`config.mk`:
```
export PLATFORM = sky130hd
export DESIGN_NAME = bank_collector
export DESIGN_NICKNAME = d
export VERILOG_FILES = /design/src/rtl/bank_pkg.sv /design/src/rtl/skid_buffer.sv /design/src/rtl/bank_collector.sv
export SDC_FILE = /design/constraint.sdc
export NUM_CORES = 2
export LEC_CHECK = 0
export CAP_MARGIN = 40
export CORE_ASPECT_RATIO = 1.25
export CORE_MARGIN = 2
export CORE_UTILIZATION = 45
export CTS_CLUSTER_SIZE = 10
export DETAILED_ROUTE_END_ITERATION = 16
export PLACE_DENSITY = 0.7
export SYNTH_ARGS = -nofsm -noshare
export SYNTH_HDL_FRONTEND = slang
export SYNTH_SLANG_ARGS = --single-unit
```
`constraint.sdc`:
```
create_clock -name I_clk -period 6.74 [get_ports I_clk]
set_clock_uncertainty 0.2 [all_clocks]
set_input_delay 2.022 -clock I_clk [delete_from_list [all_inputs] [get_ports I_clk]]
set_output_delay 2.022 -clock I_clk [all_outputs]
set_load 0.01 [all_outputs]
```
`src/rtl/bank_pkg.sv`:
```
// Shared definitions for the bank collector/distributor pair: default sizing,
// FSM encoding and the row-to-bank address mapping used on both sides.
package bank_pkg;

  localparam int DEF_CHANNEL_NUMBER    = 3;
  localparam int DEF_CHANNEL_BANDWIDTH = 128;
  localparam int DEF_BANK_DEPTH        = 480;
  localparam int DEPTH_OFFSET          = DEF_BANK_DEPTH / DEF_CHANNEL_NUMBER;

  typedef enum logic [1:0] {
    IDLE  = 2'd0,
    READ  = 2'd1,
    DRAIN = 2'd2
  } state_t;

  function automatic int segment_of(int a, int offset = DEPTH_OFFSET,
                                    int num = DEF_CHANNEL_NUMBER);
    int s;
    s = a / offset;
    if (s > num - 1) s = num - 1;
    return s;
  endfunction

  function automatic int bank_address(int a, int b, int offset = DEPTH_OFFSET,
                                      int depth = DEF_BANK_DEPTH);
    return (a + b * offset) % depth;
  endfunction

endpackage

```
`src/rtl/skid_buffer.sv`:
```
// Two-entry output buffer with a combinational bypass when empty, so data
// arriving from the banks can be presented in the same cycle it lands.
module skid_buffer #(
  parameter int WIDTH = 8
) (
  input  logic             clk,
  input  logic             rst_n,
  input  logic             in_valid,
  input  logic [WIDTH-1:0] in_data,
  input  logic             out_ready,
  output logic             out_valid,
  output logic [WIDTH-1:0] out_data,
  output logic [1:0]       occupancy
);

  logic [1:0]       cnt_q, cnt_d;
  logic [WIDTH-1:0] e0_q, e0_d, e1_q, e1_d;
  logic             push, pop;

  always_comb begin
    pop   = out_ready && (cnt_q != 2'd0);
    push  = in_valid && !((cnt_q == 2'd0) && out_ready);
    e0_d  = e0_q;
    e1_d  = e1_q;
    cnt_d = cnt_q;
    if (pop) begin
      e0_d  = e1_q;
      cnt_d = cnt_d - 2'd1;
    end
    if (push) begin
      if (cnt_d == 2'd0) e0_d = in_data;
      else               e1_d = in_data;
      cnt_d = cnt_d + 2'd1;
    end
  end

  always_ff @(posedge clk or negedge rst_n) begin
    if (!rst_n) begin
      cnt_q <= 2'd0;
      e0_q  <= '0;
      e1_q  <= '0;
    end else begin
      cnt_q <= cnt_d;
      e0_q  <= e0_d;
      e1_q  <= e1_d;
    end
  end

  assign out_valid = in_valid || (cnt_q != 2'd0);
  assign out_data  = (cnt_q != 2'd0) ? e0_q : (in_valid ? in_data : '0);
  assign occupancy = cnt_q;

endmodule

```
`src/rtl/bank_collector.sv`:
```
// Streams rows out of rotated banks and de-rotates them into lane order.
// Optional stall counter output is enabled by defining BANK_COLLECTOR_STATS_EN.
module bank_collector
  import bank_pkg::*;
#(
  parameter int CHANNEL_NUMBER    = DEF_CHANNEL_NUMBER,
  parameter int CHANNEL_BANDWIDTH = DEF_CHANNEL_BANDWIDTH,
  parameter int BANK_DEPTH        = DEF_BANK_DEPTH
) (
  input  logic                                        I_clk,
  input  logic                                        I_rst_n,
  input  logic                                        I_start,
  input  logic [$clog2(BANK_DEPTH)-1:0]               I_base_address,
  input  logic [$clog2(BANK_DEPTH+1)-1:0]             I_row_count,
  output logic [CHANNEL_NUMBER-1:0]                   O_bank_rd_en,
  output logic [CHANNEL_NUMBER*$clog2(BANK_DEPTH)-1:0] O_bank_address,
  input  logic [CHANNEL_NUMBER*CHANNEL_BANDWIDTH-1:0] I_bank_data,
  output logic [CHANNEL_NUMBER*CHANNEL_BANDWIDTH-1:0] O_data,
  output logic                                        O_valid,
  input  logic                                        I_ready,
  output logic                                        O_last,
  output logic                                        O_busy,
  output logic                                        O_done
`ifdef BANK_COLLECTOR_STATS_EN
  ,
  output logic [15:0]                                 O_stall_count
`endif
);

  localparam int AW     = $clog2(BANK_DEPTH);
  localparam int CW     = $clog2(BANK_DEPTH + 1);
  localparam int BW     = CHANNEL_BANDWIDTH;
  localparam int DW     = CHANNEL_NUMBER * BW;
  localparam int SW     = (CHANNEL_NUMBER > 1) ? $clog2(CHANNEL_NUMBER) : 1;
  localparam int OFFSET = BANK_DEPTH / CHANNEL_NUMBER;

  state_t          state_q, state_d;
  logic [AW-1:0]   row_q, row_d;
  logic [CW-1:0]   rows_left_q, rows_left_d;
  logic            inflight_q, inflight_d;
  logic            inflight_last_q, inflight_last_d;
  logic [SW-1:0]   inflight_seg_q, inflight_seg_d;
  logic            zero_done_q, zero_done_d;
  logic            issue, credit, accept_last, start_accept;
  logic [DW-1:0]   rot;
  logic [DW:0]     sb_data;
  logic            sb_valid;
  logic [1:0]      occupancy;

  assign credit       = ({1'b0, occupancy} + {2'b00, inflight_q}) < 3'd2;
  assign start_accept = (state_q == IDLE) && I_start;
  assign accept_last  = sb_valid && I_ready && sb_data[DW];

  always_comb begin
    state_d        = state_q;
    row_d          = row_q;
    rows_left_d    = rows_left_q;
    zero_done_d    = 1'b0;
    issue          = 1'b0;
    O_bank_address = '0;
    case (state_q)
      IDLE: begin
        if (I_start) begin
          if (I_row_count != '0) begin
            state_d     = READ;
            row_d       = I_base_address;
            rows_left_d = I_row_count;
          end else begin
            zero_done_d = 1'b1;
          end
        end
      end
      READ: begin
        if (credit) begin
          issue       = 1'b1;
          row_d       = (row_q == AW'(BANK_DEPTH - 1)) ? '0 : row_q + AW'(1);
          rows_left_d = rows_left_q - CW'(1);
          if (rows_left_q == CW'(1)) state_d = DRAIN;
        end
      end
      DRAIN: begin
        if (accept_last) state_d = IDLE;
      end
      default: state_d = IDLE;
    endcase
    // Every bank reads its slice of the same row in lockstep.
    for (int b = 0; b < CHANNEL_NUMBER; b++) begin
      if (issue)
        O_bank_address[b*AW +: AW] = AW'(bank_address(int'(row_q), b, OFFSET, BANK_DEPTH));
    end
    O_bank_rd_en    = {CHANNEL_NUMBER{issue}};
    inflight_d      = issue;
    inflight_last_d = issue && (rows_left_q == CW'(1));
    inflight_seg_d  = issue ? SW'(segment_of(int'(row_q), OFFSET, CHANNEL_NUMBER))
                            : inflight_seg_q;
  end

  // Undo the write-side rotation: lane ch comes from bank (ch + segment).
  always_comb begin
    rot = '0;
    for (int ch = 0; ch < CHANNEL_NUMBER; ch++)
      rot[ch*BW +: BW] = I_bank_data[((ch + int'(inflight_seg_q)) % CHANNEL_NUMBER)*BW +: BW];
  end

  always_ff @(posedge I_clk or negedge I_rst_n) begin
    if (!I_rst_n) begin
      state_q         <= IDLE;
      row_q           <= '0;
      rows_left_q     <= '0;
      inflight_q      <= 1'b0;
      inflight_last_q <= 1'b0;
      inflight_seg_q  <= '0;
      zero_done_q     <= 1'b0;
    end else begin
      state_q         <= state_d;
      row_q           <= row_d;
      rows_left_q     <= rows_left_d;
      inflight_q      <= inflight_d;
      inflight_last_q <= inflight_last_d;
      inflight_seg_q  <= inflight_seg_d;
      zero_done_q     <= zero_done_d;
    end
  end

  skid_buffer #(.WIDTH(DW + 1)) u_skid (
    .clk       (I_clk),
    .rst_n     (I_rst_n),
    .in_valid  (inflight_q),
    .in_data   ({inflight_last_q, rot}),
    .out_ready (I_ready),
    .out_valid (sb_valid),
    .out_data  (sb_data),
    .occupancy (occupancy)
  );

  assign O_valid = sb_valid;
  assign O_data  = sb_data[DW-1:0];
  assign O_last  = sb_valid && sb_data[DW];
  assign O_busy  = (state_q != IDLE);
  assign O_done  = zero_done_q || ((state_q == DRAIN) && accept_last);

`ifdef BANK_COLLECTOR_STATS_EN
  logic [15:0] stall_q, stall_d;

  always_comb begin
    stall_d = stall_q;
    if (start_accept)
      stall_d = '0;
    else if (O_valid && !I_ready && (stall_q != 16'hFFFF))
      stall_d = stall_q + 16'd1;
  end

  always_ff @(posedge I_clk or negedge I_rst_n) begin
    if (!I_rst_n) stall_q <= '0;
    else          stall_q <= stall_d;
  end

  assign O_stall_count = stall_q;
`else
  logic unused_start_accept;
  assign unused_start_accept = start_accept;
`endif

endmodule

```
# Yosys cells after proc, flatten, opt, wreduce, memory -nomap -nowiden
# Index checks and enable logic that the tools add are counted.
# classes
n_addsub	9
div	7
order_cmp	2
eq_ne	9
n_shift	3
mux	31
bitwise_logic	1
reduce_logical	21
# op_table
cell	n
2-to-1 mux 385 bit	5
variable part select 384 x 32 -> 128 bit	3
2-to-1 mux 9 bit	10
remainder unit 32 x 10 -> 32 bit, second input constant	2
remainder unit 32 x 3 -> 32 bit, second input constant	2
case mux 9 bit (2 select lines)	2
divider 10 x 9 -> 32 bit, second input constant	1
> comparator 32 x 3 -> 1 bit, second input constant	1
remainder unit 10 x 10 -> 32 bit, second input constant	1
remainder unit 3 x 3 -> 32 bit, second input constant	1
2-to-1 mux 2 bit	8
adder 9 x 8 -> 10 bit, second input constant	1
adder 9 x 9 -> 10 bit, second input constant	1
adder 9 x 1 -> 9 bit, second input constant	1
equality test 9 x 1 -> 1 bit, second input constant	1
equality test 9 bit, second input constant	1
nonzero test 9 bit	1
subtractor 9 x 1 -> 9 bit, second input constant	1
logical AND 1 bit	8
!= test 2 bit, second input constant	4
zero test 2 bit	3
case mux 2 bit (3 select lines)	1
nonzero test 2 bit	3
2-to-1 mux 1 bit	5
other kinds (15)	16
# word_totals
register_bits	797
in_bits	406
output_inout_bits	418
wordCells	93

# Depth between registers and ports, before layout
# logic_depth
word_depth	8
mapped_depth	14

# Hierarchy
# A second synthesis with hierarchy kept.
# hier_totals
cells_unflattened	5360
hier_area_um2	51496.9
# by_module_without_submodules
mod	n_inst	cells_each	area_per_inst_um2
skid_buffer	1	3320	39589.2
bank_collector	1	2040	11907.7

# Worst setup path after synthesis
# OpenSTA, ideal clock, no wires.
# synth_path
kind	reg-to-output
from	register row_q[5]
to	output O_bank_address[24]
t_arrival_ps	2736
t_required_ps	4518
path_slack_ps	1782
stages_incl_launch_ff	12
cell_sequence	dfrtp_1 > clkbuf_1 > clkinv_1 > ha_1 > o21ba_2 > and2_1 > ha_1 > nor2b_1 > a41oi_1 > and2_1 > a211o_1 > a21oi_1
# synth_between
elab_chain_cells	3
# synth_lines
element	line_no	source
start: declaration	bank_collector.sv:38	logic [AW-1:0] row_q, row_d;
start signal: assignment	bank_collector.sv:116	row_q <= row_d;
adder 9 x 9 -> 10 bit	bank_pkg.sv:26	return (a + b * offset) % depth;
remainder unit 32 x 10 -> 32 bit	bank_pkg.sv:26	
2-to-1 mux 9 bit	bank_collector.sv:88	if (issue)
end: declaration	bank_collector.sv:16	output logic [CHANNEL_NUMBER*$clog2(BANK_DEPTH)-1:0] O_bank_address,
# No other way between the ends.

# Worst setup path after layout
# layout_path
from	input I_bank_data[50]
to	output O_data[306]
# layout_between
elab_chain_cells	3
# layout_lines
element	line_no	source
start: declaration	bank_collector.sv:17	input logic [CHANNEL_NUMBER*CHANNEL_BANDWIDTH-1:0] I_bank_data,
variable part select 384 x 32 -> 128 bit	bank_collector.sv:102	rot[ch*BW +: BW] = I_bank_data[((ch + int'(inflight_seg_q)) % CHANNEL_NUMBER)*BW +: BW];
2-to-1 mux 385 bit (2 in series)	skid_buffer.sv:50	assign out_data = (cnt_q != 2'd0) ? e0_q : (in_valid ? in_data : '0);
end: declaration	bank_collector.sv:18	output logic [CHANNEL_NUMBER*CHANNEL_BANDWIDTH-1:0] O_data,
# No other way between the ends.

==> impl_metrics.py <==
metrics = {
    "drt": {
        "route.detailed.drc": 0,
        "vias": 45036,
        "drtIter0Drc": 4344,
        "wl_per_cell_um": 22.1,
        "routed_wl_um": 167000,
        "ant_nets": 0,
        "firstDrtPassIters": 5,
        "via_per_inst": 5.97,
    },
    "power_and_ir_drop": {
        "seq_power_share_pct": 22.6,
        "finalPower_mw": 34.8,
        "vdd_ir_drop_max_v": 0.000654,
        "p_int_mw": 18.4,
        "pwr-share-clk_pct": 12.9,
        "p_per_area_nw_per_um2": 598,
        "power.leakage_nw": 24.5,
        "p_sw_mw": 16.4,
        "combPwrFrac_pct": 64.5,
        "p_sw_share_pct": 47.0,
    },
    "yosys": {
        "ys_top_cells_by_count": "dfrtp_1, a21oi_1, nand2_1, o21ai_0, nor2_1",
        "avgSynthCellArea_um2": 8.19,
        "ys_seq_area_share_pct": 42.7,
        "ys.flop_type": "dfrtp_1",
        "syn_inst": 5699,
        "ys_warn_count": 0,
        "synth_cell_type_count": 71,
        "syn-num-nets": 6128,
        "ys_async_sr_fraction_pct": 100,
        "synth_edf_count": 0,
        "synth_top_area_share_pct": 42.7,
        "mappedNetlistArea_um2": 46700,
        "synth_area_leader_cell": "dfrtp_1",
        "synth_most_common_cell": "dfrtp_1",
        "synthTopCellsByArea": "dfrtp_1, a21oi_1, a211oi_1",
        "ys_ff_latch": 797,
    },
    "global_routing": {
        "track_usage_pct": 30.0,
        "grt_pass1_wl_um": 253000,
        "grt_start_max_net_pins": 213,
        "antenna_found_initial": 19,
        "grt-ovfl-total": 0,
        "grt_pass1_vias": 42474,
    },
    "sta": {
        "clock.fmax_mhz": 154,
        "rsz0062_at_grt": "no",
        "maxSlewHeadroom_pct": 15.5,
        "setup_ws_ps": 246,
        "period_minus_slack_ps": 6490,
        "maxSlewViolCount": 0,
        "worst_pin_slew_ps": 1270,
        "finalSetupTns_ps": 0,
        "hold_viol": 0,
        "setup_viol": 0,
        "period_share_pct": 96.3,
        "hold_slack_ps": 278,
    },
    "critical_path": {
        "critPathMaxFanout": 3,
        "startpoint_type": "input pin",
        "critical_path_class": "input pin to primary output",
        "end_kind": "primary output",
        "cp.required_ps": 4520,
        "arrival_ps": 4270,
    },
    "layout": {
        "design_area_um2": 58200,
        "fin_nets": 6598,
        "area_growth_pct": 24.7,
        "n_fill_cell": 9347,
        "drive_gt1_share_pct": 8.28,
    },
    "floorplan": {
        "die_h_um": 364,
        "ios": 824,
        "die_area_um2": 106000,
        "core_um2": 103000,
        "start_util_pct": 45.2,
        "fp-row-count": 132,
        "fp.dieW_um": 292,
    },
    "clock_network": {
        "cts_resized": 0,
        "clk_latency_ps": 650,
        "h-tree-depth": 3,
        "cts_root_buf": "clkbuf_16",
        "cts_setup_buffers": 0,
        "clockBufferDepth": 3,
        "cts_sinks": 797,
        "cts_tree": "done",
        "clk_pin_slew_ps": 50,
        "cts_buffers": 92,
        "cts_hold_buf": 0,
    },
    "place": {
        "port_buffers": 823,
        "gp_congestion": 0.926,
        "place_ws_ps": 253,
        "dpl.hpwl_um": 109000,
        "placed_area_um2": 55700,
    },
    "run_status": {
        "status": "complete, no violations",
    },
    "run": {
        "maxCapViolations": 0,
    },
    "min_path": {
        "hp-class": "register to register",
    },
}
worst max-delay path: stages:
cell,delay (ps)
clkdlybuf4s50_1,440
nor2b_1,160
a21oi_1,160
nor2b_1,60
o21ai_0,470
buf_4,230
o22ai_1,80
clkdlybuf4s50_1,650
cell usage in the layout (no fill, tap or decap), types with 33 or more instances in the layout:
cell / instances
nor2b_1: 227
nor3b_1: 95
dfrtp_1: 797
o22a_1: 95
or2_2: 132
a22o_1: 34
o22ai_1: 386
nand2_1: 538
a21o_1: 33
buf_12: 38
nor2_1: 442
a21oi_1: 668
inv_1: 405
clkbuf_16: 93
mux2_2: 129
clkdlybuf4s50_1: 822
buf_4: 71
a22oi_1: 129
a211oi_1: 392
o21ai_0: 505
final timing paths:
check,slack [ps],end,start,depth (start not counted)
min in group asynchronous,1140,u_skid.e1_q[166],I_rst_n,1
hold reg to reg,280,u_skid.e1_q[71],u_skid.e1_q[71],2
hold / removal,280,u_skid.e1_q[71],u_skid.e1_q[71],2
setup / recovery,250,O_data[306],I_bank_data[50],8
setup reg to reg,2830,u_skid.e1_q[63],u_skid.occupancy[0],8
max in group asynchronous,3840,u_skid.e0_q[113],I_rst_n,2
registers in the layout, indices dropped and copies added, names as in the netlist:
register / count
inflight_last_q: 1
u_skid.e0_q: 385
rows_left_q: 9
u_skid.occupancy: 2
state_q: 2
inflight_seg_q: 2
inflight_q: 1
zero_done_q: 1
u_skid.e1_q: 385
row_q: 9
metal layers:
metal | share of wire, % | global-route usage [%]
met1 | 41 | 39.4
met2 | 46 | 46.9
met3 | 7.9 | 6.08
met4 | 5.2 | 15.8
met5 | 0.031 | 0
logic make-up after synthesis:
| group | Yosys count | share of synthesized area (%) |
|---|---|---|
| mux | 137 | 3.29 |
| xor+xnor | 7 | 0.147 |
| fa+ha+maj | 23 | 0.616 |
| simple gates | 1491 | 15.0 |
| flops | 797 | 42.7 |
| compound gates | 2279 | 29.8 |
| buf+inv | 965 | 8.39 |
final cells by class:
cell class / instances / area (um2) / share of cell area [%]
antenna: 15 / 37.5 / 0.0645
clock buffer: 111 / 2450 / 4.22
clock inverter: 7 / 76.3 / 0.131
inverter: 407 / 1530 / 2.62
multi-input combinational: 3937 / 22900 / 39.4
sequential: 797 / 19900 / 34.3
tap: 1340 / 1680 / 2.88
timing repair buffer: 934 / 9570 / 16.4
power by group through the flow:
stage / Clock [mW] / Combinational (mW) / Sequential [mW]
finish: 4.49 / 22.5 / 7.86
global placement: 0 / 21.8 / 7.81
global route: 4.76 / 24.3 / 8.07
detailed placement: 0 / 22.1 / 7.91
CTS: 4.57 / 22.3 / 7.84
floorplan: 0 / 13.7 / 7.67
stage by stage:
stage          utilization, %  std cells
3_5_place_dp             53.9       7415
5_1_grt                  56.4       7547
6_report                 56.4       7548
4_1_cts                  56.4       7533
2_1_floorplan               -       5699
3_3_place_gp             53.9       7413
No activity file was read; power rests on OpenSTA's default activity.
